### config.mk
export PLATFORM = sky130hd
export DESIGN_NAME = ks_sched
export DESIGN_NICKNAME = d
export VERILOG_FILES = /design/src/rtl/ks_pkg.sv /design/src/rtl/ks_occ_cnt.sv /design/src/rtl/ks_sched.sv
export SDC_FILE = /design/constraint.sdc
export NUM_CORES = 1
export LEC_CHECK = 0
export CAP_MARGIN = 20
export CELL_PAD_IN_SITES_DETAIL_PLACEMENT = 0
export CELL_PAD_IN_SITES_GLOBAL_PLACEMENT = 2
export CORE_MARGIN = 10
export CORE_UTILIZATION = 29
export DETAILED_ROUTE_END_ITERATION = 8
export PLACE_DENSITY_LB_ADDON = 0.2
export SLEW_MARGIN = 20
export SYNTH_ARGS = -nofsm -noshare
export SYNTH_HDL_FRONTEND = slang
export SYNTH_HIERARCHICAL = 1
export SYNTH_SLANG_ARGS = --single-unit
### constraint.sdc
create_clock -name i_clk -period 3.4 [get_ports i_clk]
set_clock_uncertainty 0.2 [all_clocks]
set_input_delay 0.51 -clock i_clk [delete_from_list [all_inputs] [get_ports i_clk]]
set_output_delay 0.51 -clock i_clk [all_outputs]
set_load 0.02 [all_outputs]
### src/rtl/ks_pkg.sv
// ks_pkg: shared FSM states, buffer geometry and counter clamp for the keystream scheduler.
package ks_pkg;
  typedef enum logic [2:0] {IDLE, REQ, RUN, LOAD, FILL, DRAIN} state_t;
  localparam int BLK_WORDS = 4;
  localparam int BUF_WORDS = 8;
  localparam int FILL_CYC = 4;
  function automatic int clamp(input int v, input int hi);
    return v < 0 ? 0 : (v > hi ? hi : v);
  endfunction
endpackage

### src/rtl/ks_occ_cnt.sv
// ks_occ_cnt: reserved/avail buffer word counters with simultaneous add and read, clamped to 0..MAX.
module ks_occ_cnt
  import ks_pkg::*;
#(
  parameter int MAX = BUF_WORDS,
  parameter int W = $clog2(MAX + 1)
) (
  input  logic         clk,
  input  logic         rst,
  input  logic         req,
  input  logic         fill,
  input  logic         rd,
  output logic [W-1:0] reserved,
  output logic [W-1:0] avail
);
  always_ff @(posedge clk or posedge rst)
    if (rst) begin
      reserved <= '0;
      avail <= '0;
    end else begin
      reserved <= W'(clamp(int'(reserved) + (req ? BLK_WORDS : 0) - int'(rd), MAX));
      avail <= W'(clamp(int'(avail) + (fill ? BLK_WORDS : 0) - int'(rd), MAX));
    end
endmodule

### src/rtl/ks_sched.sv
// ks_sched: ChaCha20 keystream scheduler sequencing the block core and the 2-block keystream buffer.
// Define KS_PREFETCH_EN to let the core compute the next block while the previous one is read.
module ks_sched #(
  parameter int CNT_W = 32,
  parameter int LEN_W = 16,
  parameter int BUF_WORDS = ks_pkg::BUF_WORDS
) (
  input  logic             i_clk,
  input  logic             i_rst,
  input  logic             i_start,
  input  logic [CNT_W-1:0] i_init_cnt,
  input  logic [LEN_W-1:0] i_len_words,
  output logic             o_core_start,
  output logic [CNT_W-1:0] o_core_cnt,
  input  logic             i_core_done,
  output logic             o_w_en,
  input  logic             i_rd_req,
  output logic             o_r_en,
  output logic             o_rd_valid,
  output logic             o_busy,
  output logic             o_done,
  output logic             o_err
);
  import ks_pkg::*;
  localparam int OW = $clog2(BUF_WORDS + 1);
  localparam int FW = $clog2(FILL_CYC);
  state_t state, state_n;
  logic [LEN_W-1:0] words_left, blocks_left;
  logic [FW-1:0] fill_cnt;
  logic [1:0] dummy;
  logic [OW-1:0] reserved, avail;
  logic wrapped, space, req_fire, fill_exit, fin, accept, real_rd, dummy_rd;
`ifdef KS_PREFETCH_EN
  assign space = int'(reserved) <= BUF_WORDS - BLK_WORDS;
`else
  assign space = reserved == '0;
`endif
  assign fin = state == DRAIN && words_left == '0 && dummy == '0;
  assign o_busy = state != IDLE && !fin;
  assign o_done = fin;
  assign accept = i_start && !o_busy;
  assign req_fire = state == REQ && space;
  assign fill_exit = state == FILL && fill_cnt == FW'(FILL_CYC - 1);
  assign real_rd = i_rd_req && avail != '0 && words_left != '0;
  // Dummy reads walk the free-running read pointer back to a block boundary.
  assign dummy_rd = state == DRAIN && words_left == '0 && dummy != '0;
  assign o_r_en = real_rd || dummy_rd;
  assign o_core_start = req_fire;
  assign o_w_en = state == LOAD;
  ks_occ_cnt #(.MAX(BUF_WORDS), .W(OW)) u_occ (
    .clk(i_clk), .rst(i_rst), .req(req_fire), .fill(fill_exit), .rd(o_r_en),
    .reserved(reserved), .avail(avail)
  );
  always_comb begin
    state_n = state;
    case (state)
      IDLE:    state_n = IDLE;
      REQ:     state_n = space ? RUN : REQ;
      RUN:     state_n = i_core_done ? LOAD : RUN;
      LOAD:    state_n = FILL;
      FILL:    state_n = !fill_exit ? FILL : (blocks_left != '0 && !wrapped) ? REQ : DRAIN;
      DRAIN:   state_n = fin ? IDLE : DRAIN;
      default: state_n = IDLE;
    endcase
    if (accept) state_n = i_len_words == '0 ? DRAIN : REQ;
  end
  always_ff @(posedge i_clk or posedge i_rst)
    if (i_rst) begin
      state <= IDLE;
      o_core_cnt <= '0;
      words_left <= '0;
      blocks_left <= '0;
      fill_cnt <= '0;
      dummy <= '0;
      wrapped <= 1'b0;
      o_rd_valid <= 1'b0;
      o_err <= 1'b0;
    end else begin
      state <= state_n;
      o_rd_valid <= real_rd;
      fill_cnt <= state == FILL ? fill_cnt + FW'(1) : '0;
      if (accept) begin
        o_core_cnt <= i_init_cnt;
        words_left <= i_len_words;
        blocks_left <= (i_len_words >> 2) + LEN_W'(|i_len_words[1:0]);
        dummy <= 2'd0 - i_len_words[1:0];
        wrapped <= 1'b0;
        o_err <= 1'b0;
      end else begin
        if (state == LOAD) begin
          o_core_cnt <= o_core_cnt + CNT_W'(1);
          blocks_left <= blocks_left - LEN_W'(1);
          wrapped <= wrapped | (&o_core_cnt);
        end
        // On counter overflow only the blocks already requested are delivered.
        if (fill_exit && wrapped && blocks_left != '0) begin
          o_err <= 1'b1;
          words_left <= LEN_W'(reserved) - LEN_W'(real_rd);
          dummy <= '0;
        end else if (real_rd) words_left <= words_left - LEN_W'(1);
        if (dummy_rd) dummy <= dummy - 2'd1;
      end
    end
endmodule

# After elaboration in Yosys (flattened, before gate mapping)
# Cells that the tools add are included.
[totals] out_inout_bits=39 register_bits=82 in_bits=53 elab_cells=94
[op_classes] n_mux=29 addsub=12 n_bitwise=1 eq_ne=6 reduce_logical=31 order_cmp=4
[op_table] operator="$mux W16" count=5
[op_table] operator="$add A5 B32 Y32" count=2
[op_table] operator="$gt A32 B5 Y1 const B" count=2
[op_table] operator="$lt A32 B1 Y1 const B" count=2
[op_table] operator="$mux W32" count=2
[op_table] operator="$sub A32 B2 Y32" count=2
[op_table] operator="$add A32 B1 Y32 const B" count=1
[op_table] operator="$logic_not A16 Y1" count=2
[op_table] operator="$reduce_and A32 Y1" count=1
[op_table] operator="$reduce_bool A16 Y1" count=2
[op_table] operator="$sub A16 B1 Y16 const B" count=2
[op_table] operator="$mux W3" count=7
[op_table] operator="$mux W4" count=4
[op_table] operator="$add A14 B1 Y15" count=1
[op_table] operator="$pmux W3 S5" count=1
[op_table] operator="$logic_and A1 B1 Y1" count=12
[op_table] operator="$mux W2" count=5
[op_table] operator="$reduce_bool A3 Y1" count=3
[op_table] operator="$eq A3 B2 Y1 const B" count=2
[op_table] operator="$eq A3 B3 Y1 const B" count=2
[op_table] operator="$reduce_bool A2 Y1" count=3
[op_table] operator="$mux W1" count=5
[op_table] operator="$sub A4 B1 Y5" count=1
[op_table] operator="$logic_not A4 Y1" count=1
[op_table] operator="other kinds (11)" count=13

# Depth between registers and ports, before layout
[depth] ltp_word=8 ltp_mapped=14 mapped_depth_nobuf=14

# Hierarchy
# The synthesis kept the hierarchy.
[by_module_without_submodules] mod="ks_sched" instances=1 seq_area_each_um2=1851.8 area_per_inst_um2=4657.0 cells_per_inst=552
[by_module_without_submodules] mod="ks_occ_cnt" instances=1 seq_area_each_um2=200.2 area_per_inst_um2=701.9 cells_per_inst=71

# Worst setup path before layout
# No wires, ideal clock.
[synth_path] path_type="reg2reg" from="register words_left[0]" to="register u_occ.avail[1]" setup_ps=105 slack_ps=-119 t_required_ps=3095 arrival_ps=3214 n_path_buf=0 synth_period_minus_slack_ps=3519 stages_incl_launch_ff=14 cell_sequence="dfrtp_1 inv_1 ha_1 or4b_4 nor3_1 nand4b_1 nand2_1 ha_1 inv_1 ha_1 fa_1 nor3_1 a31oi_1 nor4b_1"
[synth_between] elab_chain_cells=8 word_cells_on_any_way=11 cone_classes="1 x add/sub; 2 x order compare; 2 x mux; 6 x reduce/logical"
[synth_rtl] item="start, declared" line_no="ks_sched.sv:28" rtl="logic [LEN_W-1:0] words_left, blocks_left;"
[synth_rtl] item="start signal, assigned" line_no="ks_sched.sv:84" rtl="words_left <= i_len_words;"
[synth_rtl] item="start signal, assigned" line_no="ks_sched.sv:98" rtl="words_left <= LEN_W'(reserved) - LEN_W'(real_rd);"
[synth_rtl] item="start signal, assigned" line_no="ks_sched.sv:100" rtl="end else if (real_rd) words_left <= words_left - LEN_W'(1);"
[synth_rtl] item="$logic_not A16 Y1" line_no="ks_sched.sv:46" rtl="assign dummy_rd = state == DRAIN && words_left == '0 && dummy != '0;"
[synth_rtl] item="$logic_and A1 B1 Y1 (2 in a row)" line_no="ks_sched.sv:46"
[synth_rtl] item="$logic_or A1 B1 Y1 *" line_no="ks_sched.sv:47" rtl="assign o_r_en = real_rd || dummy_rd;"
[synth_rtl] item="via o_r_en" line_no="ks_sched.sv:18" rtl="output logic o_r_en,"
[synth_rtl] item="$sub A32 B2 Y32 *" line_no="ks_occ_cnt.sv:22" rtl="avail <= W'(clamp(int'(avail) + (fill ? BLK_WORDS : 0) - int'(rd), MAX));"
[synth_rtl] item="$gt A32 B5 Y1" line_no="ks_pkg.sv:8" rtl="return v < 0 ? 0 : (v > hi ? hi : v);"
[synth_rtl] item="$mux W4" line_no="ks_pkg.sv:8"
[synth_rtl] item="$mux W4 *" line_no="ks_pkg.sv:8"
[synth_rtl] item="end signal, assigned" line_no="ks_occ_cnt.sv:22"
[synth_rtl] item="end, declared" line_no="ks_occ_cnt.sv:14" rtl="output logic [W-1:0] avail"
# Mark *: on every way through the listed nets, which the timed path passes. The rest lies on a longest branch.
# A chain may end at the register's enable or synchronous reset.

# Final worst setup path
[layout_path] from="register words_left[0]" to="register u_occ.avail[2]"
[layout_between] elab_chain_cells=8 word_cells_on_any_way=11 cone_classes="1 x add/sub; 2 x order compare; 2 x mux; 6 x reduce/logical"
[layout_rtl] item="$logic_not A16 Y1" line_no="ks_sched.sv:46"
[layout_rtl] item="$logic_and A1 B1 Y1 (2 in a row)" line_no="ks_sched.sv:46"
[layout_rtl] item="$logic_or A1 B1 Y1 *" line_no="ks_sched.sv:47"
[layout_rtl] item="$sub A32 B2 Y32 *" line_no="ks_occ_cnt.sv:22"
[layout_rtl] item="$gt A32 B5 Y1" line_no="ks_pkg.sv:8"
[layout_rtl] item="$mux W4" line_no="ks_pkg.sv:8"
[layout_rtl] item="$mux W4 *" line_no="ks_pkg.sv:8"
# Every way passes the cells marked *; elsewhere a longest branch is shown, timed or not.

==> metrics.csv <==
metric,value,unit
crit share post-route,95.0,%
proportion of layout cells with a drive suffix above 1,10.2,%
cts hold-fix bufs,0,
Yosys reg bits,82,
r2r worst-path depth,13,
clock latency on the worst-skew pair,0.35,ns
post-layout util,39.0,%
"count leader, synth",dfrtp_1,
post-synth top area cell,dfrtp_1,
Slowest cell on crit path,or4b_4,
GP Congestion,0.791,
Initial DRT Pass Iterations,6,
clk buf depth,2,
Gate Count Post-Synth,623,
Core Area,18100,um2
post-DR vias/cell,5.16,
gr ovfl total,0,
CP max FO,4,
starting density of the core,29.6,%
area grow syn2layout,31.5,%
WP buf/inv,2,
Synth async-reset ratio,100,%
Vert. Die Dim,156,um
library cells used by synthesis,64,
Setup CP Type,register to register,
Mapped Avg Cell Area,8.60,um2
post-route minimum period,3.23,ns
Hold Crit Class,register to register,
Die Wd,156,um
Iteration-0 DRC Markers,283,
"Reg clk slew, reported paths",0.06,ns
worst reg-to-reg setup slack,0.17,ns
crit start category,register,
pwr/cell area,492,nW/um2
worst IR drop on VDD,330,uV
required time worst endpoint,3.44,ns
Post-synth EDFFs,0,
Global Route Usage Sum,14.0,%
worst slew pin tran,0.603,ns
IO Pins,92,
Synth area leaders,"dfrtp_1, ha_1, xor2_1",
# setup viols final,0,
WP data arrival,3.27,ns
ys flop type,dfrtp_1,
WHS Path Cells,1,
Post-Synthesis Cell Area,5360,um2
I/O Buffers,91,
CTS sink cnt,82,
DP Wirelength,12.8,mm
P_leak,2.71,nW
synth warn,6,
antenna cell count,0,
"Cell Chain, Critical Path","inv_1, ha_1, or4b_4, nor3_4, nand4b_1, nand2_2, ha_1, inv_1, ha_1, fa_2, nor3_2, a31oi_2, nor4b_2",
Synth Net Count,702,
Inst Count DP,946,
CTS tree,built,
Avg WL per Cell,17.5,um
sequential area share after synthesis,38.3,%
Layout fillers,1828,
Die ar.,24300,um2
final std cells w/o fill,961,
fmax,310,MHz
DR DRC count,0,
Top delay family on crit path,simple AND/OR/NAND/NOR gates,
placement row count,49,
global-route wire length before repair,27.3,mm
"most used cell, CP",ha_1,
Routed Antenna Nets,0,
initial antenna violation count,0,
final WL,16.8,mm
Max Cap Viol,0,
total CTS buffers,9,
Final Max Slew Viols,0,
vias in the first global route,5138,
instance count on the critical path,13,
Post-synth top cells,"dfrtp_1, nand2_1, nor2_1, o21ai_0, inv_1",
slew margin rel.,59.6,%
routed vias,4958,
Root Buffer,clkbuf_16,
H-Tree Level Count,3,
fin nets,808,
Crit. End Element,register,
status,completed,
overall power,3.47,mW
largest net degree at the start of global routing,61,
"Largest stage delay, worst path",0.50,ns
top cell type's share of synthesized area,38.3,%
final hold vios,0,
[logic make-up (layout without fill, tap and decap cells)]
family	after synthesis	in the layout	synth area share, %
AOI/OAI and AO/OA	143	143	17.1
adders and majority gates	26	26	6.35
DFF	82	82	38.3
and+or+nand+nor	255	255	24.4
buffers and inverters	63	172	5.04
xor gates and xnor gates	54	54	8.83
[worst register-to-register path, stage by stage, from the launching register on]
cell,delay (ns)
dfrtp_1,0.39
inv_1,0.09
ha_1,0.17
or4b_4,0.50
nor3_4,0.16
nand4b_1,0.16
nand2_2,0.15
ha_1,0.14
inv_1,0.04
ha_1,0.20
fa_2,0.35
nor3_2,0.20
a31oi_2,0.09
nor4b_2,0.28
[stage by stage]
stage	hold slack [ns]	setup TNS [ns]	setup WS [ns]	cell area (um2)
global route	0.255	-0.0145	-0.0116	7050
finish	0.232	0	0.172	7050
detailed placement	0.227	0	0.0460	6680
CTS	0.235	0	0.0488	6980
floorplan	0.126	0	0.0428	5370
global placement	0.222	0	0.161	6680
[timing repair]
item | 4_1_cts | 5_1_grt
setup endpoints to repair | 3 | 6
endpoints found under the hold margin | 0 | 0
gates resized for setup | 3 | 11
pin swaps | 0 | 5
buffers inserted | 0 | 1
[power by group]
| group | internal [mW] | switching (mW) |
|---|---|---|
| logic | 0.548 | 0.613 |
| registers | 1.10 | 0.152 |
| clock network | 0.655 | 0.398 |
| total | 2.31 | 1.16 |
[cells in the final DEF (no fill, tap or decap), types with 3 or more instances in the layout]
| cell | instances |
|---|---|
| or4_1 | 5 |
| nor4b_2 | 4 |
| nand3_1 | 30 |
| clkdlybuf4s50_1 | 88 |
| xor2_1 | 31 |
| xnor2_1 | 23 |
| dfrtp_1 | 82 |
| o21ai_0 | 44 |
| a31oi_2 | 3 |
| dlygate4sd2_1 | 3 |
| a21oi_1 | 34 |
| and3_1 | 11 |
| a211o_1 | 4 |
| a22o_1 | 3 |
| nor2_1 | 55 |
| o41ai_1 | 3 |
| nand4_1 | 17 |
| nor3_1 | 21 |
| a32oi_1 | 3 |
| o211ai_1 | 8 |
| nor4_1 | 15 |
| and4_1 | 3 |
| buf_4 | 28 |
| nand2_1 | 63 |
| ha_1 | 24 |
| o31ai_1 | 4 |
| nand2b_1 | 3 |
| inv_1 | 36 |
| a21o_1 | 3 |
| or3_1 | 5 |
| a31oi_1 | 7 |
| or2_2 | 4 |
| o21ai_1 | 3 |
| o31a_1 | 3 |
| clkbuf_16 | 9 |
[layer usage]
| metal | up-vias | GRT usage, % | share of wire [%] |
|---|---|---|---|
| met3 | 17 | 2.76 | 4.5 |
| li1 | 2451 | - | - |
| met5 | - | 0 | 0 |
| met4 | 0 | 4.95 | 1.7 |
| met1 | 2406 | 17.6 | 45 |
| met2 | 84 | 23.4 | 48 |
[layout make-up]
cell class | instances | area (um2) | share of cell area (%)
multi-input combinational | 478 | 3100 | 44.0
timing repair buffer | 121 | 1160 | 16.4
clock buffer | 11 | 243 | 3.45
tap | 229 | 287 | 4.07
sequential | 82 | 2050 | 29.1
inverter | 37 | 139 | 1.97
clock inverter | 3 | 65.1 | 0.923
[state kept, by name, summed over array words and instances (netlist names)]
signal / count
blocks_left: 16
dummy: 2
fill_cnt: 2
o_core_cnt: 32
o_err: 1
o_rd_valid: 1
state: 3
u_occ/avail: 4
u_occ/reserved: 4
words_left: 16
wrapped: 1
[final timing paths]
path	end	start
max in group asynchronous	o_core_cnt[26]	i_rst
worst min register to register	fill_cnt[0]	fill_cnt[0]
worst min-delay path	fill_cnt[0]	fill_cnt[0]
worst max register to register	u_occ/avail[2]	words_left[0]
min in group asynchronous	u_occ/avail[2]	i_rst
worst max-delay path	u_occ/avail[2]	words_left[0]
(Power assumes the default switching activity.)
